$ cat src/rtl/spram_ahb3_req_bridge.sv
// Valid/ready request stream to pipelined single AHB3-Lite transfers; response 2 cycles after accept plus wait states.
// req_ready follows HREADY and drops during the two-cycle ERROR response and the flush of a cancelled request.
module spram_ahb3_req_bridge #(
  parameter int PLEN = 8,
  parameter int XLEN = 32
) (
  input  logic            HCLK,
  input  logic            HRESETn,
  input  logic            req_valid,
  output logic            req_ready,
  input  logic            req_we,
  input  logic [PLEN-1:0] req_addr,
  input  logic [2:0]      req_size,
  input  logic [XLEN-1:0] req_wdata,
  output logic            rsp_valid,
  output logic [XLEN-1:0] rsp_rdata,
  output logic            rsp_err,
  output logic [PLEN-1:0] HADDR,
  output logic            HWRITE,
  output logic [2:0]      HSIZE,
  output logic [1:0]      HTRANS,
  output logic [2:0]      HBURST,
  output logic [3:0]      HPROT,
  output logic            HMASTLOCK,
  output logic [XLEN-1:0] HWDATA,
  input  logic [XLEN-1:0] HRDATA,
  input  logic            HREADY,
  input  logic            HRESP
);

  typedef enum logic [1:0] {RUN = 2'd0, ERR1 = 2'd1, FLUSH = 2'd2} state_t;

  localparam logic [1:0] TR_IDLE   = 2'b00;
  localparam logic [1:0] TR_NONSEQ = 2'b10;

  state_t          state_q;
  logic [1:0]      htrans_q;
  logic [PLEN-1:0] haddr_q;
  logic            hwrite_q;
  logic [2:0]      hsize_q;
  logic [XLEN-1:0] ap_wdata_q;
  logic            dp_valid_q;
  logic            dp_we_q;
  logic [XLEN-1:0] hwdata_q;
  logic            rsp_valid_q;
  logic [XLEN-1:0] rsp_rdata_q;
  logic            rsp_err_q;
  logic            flush_pend_q;

  logic accept;
  logic err_start;

  assign req_ready = HREADY & (state_q == RUN) & ~flush_pend_q;
  assign accept    = req_valid & req_ready;
  assign err_start = (state_q == RUN) & dp_valid_q & HRESP & ~HREADY;

  always_ff @(posedge HCLK or negedge HRESETn) begin
    if (!HRESETn) begin
      state_q      <= RUN;
      htrans_q     <= TR_IDLE;
      haddr_q      <= '0;
      hwrite_q     <= 1'b0;
      hsize_q      <= 3'b010;
      ap_wdata_q   <= '0;
      dp_valid_q   <= 1'b0;
      dp_we_q      <= 1'b0;
      hwdata_q     <= '0;
      rsp_valid_q  <= 1'b0;
      rsp_rdata_q  <= '0;
      rsp_err_q    <= 1'b0;
      flush_pend_q <= 1'b0;
    end else begin
      rsp_valid_q <= 1'b0;

      if (HREADY) begin
        if (accept) begin
          htrans_q   <= TR_NONSEQ;
          haddr_q    <= req_addr;
          hwrite_q   <= req_we;
          hsize_q    <= req_size;
          ap_wdata_q <= req_wdata;
        end else begin
          htrans_q <= TR_IDLE;
        end
        dp_valid_q <= (htrans_q == TR_NONSEQ);
        dp_we_q    <= hwrite_q;
        hwdata_q   <= ap_wdata_q;
        if (dp_valid_q) begin
          rsp_valid_q <= 1'b1;
          rsp_err_q   <= HRESP;
          rsp_rdata_q <= dp_we_q ? '0 : HRDATA;
        end
      end

      case (state_q)
        RUN: begin
          // First ERROR cycle: withdraw the pending address phase even though HREADY is low.
          if (err_start) begin
            state_q <= ERR1;
            if (htrans_q == TR_NONSEQ) begin
              htrans_q     <= TR_IDLE;
              flush_pend_q <= 1'b1;
            end
          end
        end
        ERR1: begin
          if (HREADY) state_q <= FLUSH;
        end
        FLUSH: begin
          state_q <= RUN;
          if (flush_pend_q) begin
            rsp_valid_q  <= 1'b1;
            rsp_err_q    <= 1'b1;
            rsp_rdata_q  <= '0;
            flush_pend_q <= 1'b0;
          end
        end
        default: state_q <= RUN;
      endcase
    end
  end

  assign HTRANS    = htrans_q;
  assign HADDR     = haddr_q;
  assign HWRITE    = hwrite_q;
  assign HSIZE     = hsize_q;
  assign HWDATA    = hwdata_q;
  assign HBURST    = 3'b000;
  assign HPROT     = 4'b0011;
  assign HMASTLOCK = 1'b0;
  assign rsp_valid = rsp_valid_q;
  assign rsp_rdata = rsp_rdata_q;
  assign rsp_err   = rsp_err_q;

endmodule

$ cat config.mk
export PLATFORM = sky130hd
export DESIGN_NAME = spram_ahb3_req_bridge
export DESIGN_NICKNAME = d
export VERILOG_FILES = /design/src/rtl/spram_ahb3_req_bridge.sv
export SDC_FILE = /design/constraint.sdc
export NUM_CORES = 1
export LEC_CHECK = 0
export CORE_MARGIN = 1
export CORE_UTILIZATION = 40
export CTS_BUF_LIST = sky130_fd_sc_hd__clkbuf_16
export DETAILED_ROUTE_END_ITERATION = 12
export PLACE_DENSITY_LB_ADDON = 0.1
export SETUP_SLACK_MARGIN = 0.05
export SLEW_MARGIN = 20
export SYNTH_ARGS = -nofsm -noshare
export SYNTH_HDL_FRONTEND = slang
export SYNTH_SLANG_ARGS = --single-unit
$ cat constraint.sdc
create_clock -name HCLK -period 1.4 [get_ports HCLK]
set_clock_uncertainty 0.05 [all_clocks]
set_input_delay 0.28 -clock HCLK [delete_from_list [all_inputs] [get_ports HCLK]]
set_output_delay 0.28 -clock HCLK [all_outputs]
set_load 0.05 [all_outputs]
# Word level (Yosys, flattened, before mapping)
# Index checks and enable logic that the tools add are counted.
# classes
n_addsub,0
n_mul,0
div_mod_pow,0
order_cmp,0
eq_ne,6
shift,0
n_mux,24
bitwise,8
reduce_logical,5
# ops
operator,count
$mux W32,5
$mux W2,7
$mux W1,10
$and A1 B1 Y1,6
$eq A2 B2 Y1 const B,2
$ne A2 B2 Y1 const B,2
$pmux W2 S2,1
$reduce_and A2 Y1,2
$reduce_and A3 Y1,1
$eq A2 B1 Y1 const B,1
$logic_not A2 Y1,1
$ne A2 B1 Y1 const B,1
$not A1 Y1,2
$pmux W1 S2,1
$reduce_bool A2 Y1,1
# word_totals
ff_bits,117
latchBits,0
ramBits,0
romBits,0
input_bits,81
output_inout_bits,89
wordCells,56
mem_count,0

# Longest topological paths before layout
# logic_depth
depth_word,9
mapped_depth,5
mapped_depth_nobuf,3

# Worst setup path before layout
# Ideal clock, no wire load.
# synth_path
path_type,register -> register
from,register state_q[0]
to,register haddr_q[5] (netlist: HADDR[5])
setup_time_ns,0.125
t_arrival_ns,1.850
required_time_ns,1.225
setup_slack_ns,-0.625
stages_incl_launch_ff,5
path_buffers,1
synth_period_minus_slack_ns,2.025
path_cell_list,dfrtp_1 > nor4b_4 > nand2_4 > buf_6 > mux2_4
# synth_between
elab_chain_len,5
# synth_rtl
item,line,rtl
from (decl),36,state_t state_q;
from (signal assigned),59,state_q <= RUN;
from (signal assigned),99,state_q <= ERR1;
from (signal assigned),107,if (HREADY) state_q <= FLUSH;
$logic_not A2 Y1,53,assign req_ready = HREADY & (state_q == RUN) & ~flush_pend_q;
$and A1 B1 Y1 (2 in a row),53,
named net req_ready,10,"output logic req_ready,"
$and A1 B1 Y1,54,assign accept = req_valid & req_ready;
$reduce_and A2 Y1 (no line),-,
to (signal assigned),78,haddr_q <= req_addr;
to (decl),38,logic [PLEN-1:0] haddr_q;
# The timed path passes the listed nets, and every way through them passes these cells.
# A chain may end at the register's enable or synchronous reset.

# Worst setup path after layout
# layout_path
from,register flush_pend_q
to,output req_ready
# layout_between
elab_chain_len,2
# layout_rtl
item,line,rtl
from (decl),48,logic flush_pend_q;
from (signal assigned),71,flush_pend_q <= 1'b0;
from (signal assigned),102,flush_pend_q <= 1'b1;
from (signal assigned),115,flush_pend_q <= 1'b0;
$not A1 Y1,53,
$and A1 B1 Y1,53,
to (decl),10,
# No other way between the ends.

==> metrics.md <==
| Metric | Value |
|---|---|
| Setup slack after layout | -0.318 ns |
| Final #Nets | between 600 and 700 |
| Area Growth Syn to Fin | 71.1% |
| R2R depth | 5 |
| Remaining DRCs | 13 |
| Row cnt | 39 |
| Synth Instances | around 350 |
| Reg-to-reg endpoint | ap_wdata_q[7] |
| DR vias/cell | ~5.0 |
| Antenna fix cells | 0 |
| Yosys Warn Count | 0 |
| Clk pwr share | 0.189 |
| ANT nets after route | 0 |
| Synth top area share | 0.598 |
| Distinct cells, synth | 25 |
| RSZ-0062 raised after global routing | true |
| Min Hold Slack | 0.271 ns |
| Critical-path maximum fanout | 2 |
| Longest Clk Path Bufs | 2 |
| Worst setup SP type | register |
| Met1 WL | around 4800 microns |
| Share of cells above drive strength 1 | 0.428 |
| Count leader, synth | dfrtp_1 |
| Initial DRC Count | ~160 |
| Total CTS buffers | 17 |
| Period utilization | 1.23 |
| Top Layer Used | met4 |
| DP Cell Count | between 600 and 700 |
| # H-tree levels | 4 |
| Sw frac | 0.380 |
| Place WS | -0.181 ns |
| Flops & latches, synth | ~120 |
| Largest area contributor in the netlist | dfrtp_1 |
| Comb pwr share | 0.520 |
| Full die area | about 13000 sq um |
| Root buf cell | clkbuf_16 |
| Non-Filler Instances | a little under 700 |
| Max Cap Viol | 0 |
| Die width | around 110 microns |
| Top cells by count, synth | dfrtp_1 (116), mux2_2 (39), mux2_4 (39), a21oi_1 (34), nand2_1 (33) |
| CTS tree | done |
| Power density cells | about 2700 nW/um^2 |
| Final setup viols | between 40 and 50 |
| Worst-path clk slew | about 0.060 ns |
| Skew-Pair Late Insertion Delay | around 0.4 ns |
| Final RePlAce weighted congestion | 0.720 |
| Ports | 170 |
| Overflow after GRT | 0 |
| Metal3 WL | ~830 microns |
| Sequential-to-total area share from yosys stat | 0.604 |
| R2R Setup Slk | -0.24 ns |
| Arr. time, crit path | between 1 and 1.5 ns |
| Via count | roughly 3400 |
| Gr usage total | 0.196 |
| Syn avg cell area | approximately 14 sq um |
| Number of global-route vias before repair | ~3700 |
| Hold Path Class | input pin to async pin |
| Hpwl dp | 7820 microns |
| Leakage | approximately 0.0038 uW |
| Core box area | 11600 sq um |
| Crit. End Element | output port |
| PortBufs | 161 |
| Routed wl met2 | approximately 5700 microns |
| Asr flop ratio synth | 1.00 |
| Failing checks | DRC, setup timing |
| Fill cell count | between 800 and 900 |
| VDD IR max | between 1.5 and 2 mV |
| FMAX | a little under 0.6 GHz |
| First-pass GRT wire length | about 19000 microns |
| Power Internal | between 10000 and 15000 uW |
| Overall Power | 22600 uW |
| Die Y-Extent | 112 microns |
| Req. time, crit path | around 1.1 ns |
| Reg power frac | 0.291 |
| Hold Vio Cnt, Final | 0 |
| Run status | finished with violations |
| Initial antenna violation count | 0 |
| Final WL | 11500 microns |
| NetSw | about 8600 uW |
| Per-cell routed wire length | ~17 microns |
| Fin. max-slew vios | 0 |
| Cell area after synthesis | between 4000 and 5000 sq um |
| Fin crit period | roughly 1.7 ns |
| Largest net degree at the start of global routing | 44 |
| Pre-antenna DRT Iters | 9 |
| Synth Flop Type | dfrtp_1 |
| R2R Path Start | flush_pend_q |
| Post-synth EDFFs | 0 |
| Synth area leaders | dfrtp_1 (60%), mux2_4 (12%), mux2_2 (9.0%) |
| Critical path class | register to output port |
| CTS Sinks | ~120 |
| Initial Util | 0.418 |
==> cell type report <==
type	instances	area, sq um	area share
sequential	117	2930	0.353
timing repair buffer	190	2810	0.338
multi-input combinational	200	1790	0.216
clock buffer	17	425	0.0512
tap	143	179	0.0215
clock inverter	15	166	0.0200
inverter	1	3.75	0.000452
==> logic make-up after synthesis <==
family | Yosys count | share of synthesized area
simple gates | 78 | 0.104
flops | 117 | 0.604
other cells | 2 | 0.00155
mux | 78 | 0.211
buf+inv | 35 | 0.0407
compound gates | 36 | 0.0387
==> power groups by stage <==
stage / sequential, uW / combinational (uW) / clock, uW
floorplan: 9560 / 2490 / 0
global placement: 6550 / 11500 / 0
detailed placement: 6590 / 11600 / 0
CTS: 6600 / 11800 / 4360
global route: 6810 / 12200 / 4510
finish: 6580 / 11800 / 4270
==> cell usage in the layout, fill, tap and decap left out, drive strengths merged, types with 2 or more instances in the layout <==
cell type	n
clkinvlp	2
buf	110
inv	3
conb	8
nand2b	2
clkbuf	18
a21oi	34
nand4b	32
clkinv	8
nor2b	3
dfrtp	116
clkdlybuf4s50	78
bufinv	3
mux2	78
nand2	34
==> sequential cells by signal, summed over array words and instances, names as in the netlist <==
register      count
HWDATA           32
ap_wdata_q       32
rsp_rdata        32
HADDR             8
HSIZE             3
HTRANS            2
state_q           2
HWRITE            1
dp_valid_q        1
dp_we_q           1
flush_pend_q      1
rsp_err           1
rsp_valid         1
==> metal layers <==
layer  global-route usage  vias up
li1                     -     1571
met1                0.245     1722
met2                0.318      123
met3               0.0578       11
met4               0.0844        0
met5                    0        -
==> through the flow <==
step / TNS, ns / util / cell area, sq um
final: -10.40 / 0.715 / 8300
after global routing: -12.58 / 0.715 / 8300
after CTS: -11.42 / 0.711 / 8260
after detailed placement: -6.40 / 0.647 / 7510
after global placement: -6.32 / 0.647 / 7510
after floorplan: -25.99 / - / 4880
==> worst max path at each step <==
stage | start | end | slack (ns)
after detailed placement | req_valid | HADDR[0] | -0.18
final | flush_pend_q | req_ready | -0.32
after global placement | req_valid | HADDR[0] | -0.18
after CTS | state_q[0] | req_ready | -0.33
after global routing | flush_pend_q | req_ready | -0.37
after floorplan | state_q[1] | HADDR[5] | -0.60
==> worst max-delay path: stages, from the launching register on <==
cell     delay [ns]
dfrtp_1        0.40
nor4b_4        0.30
buf_4          0.16
buf_12         0.13
==> repair_timing <==
action	in CTS	in global routing
hold endpoints to repair	19	0
setup buffers	2	3
gates resized for setup	7	12
setup endpoints to repair	79	85
pin swaps	1	2
cloned	3	1
hold buffers	1	0
Note: power is estimated with default switching activity, not from simulation.
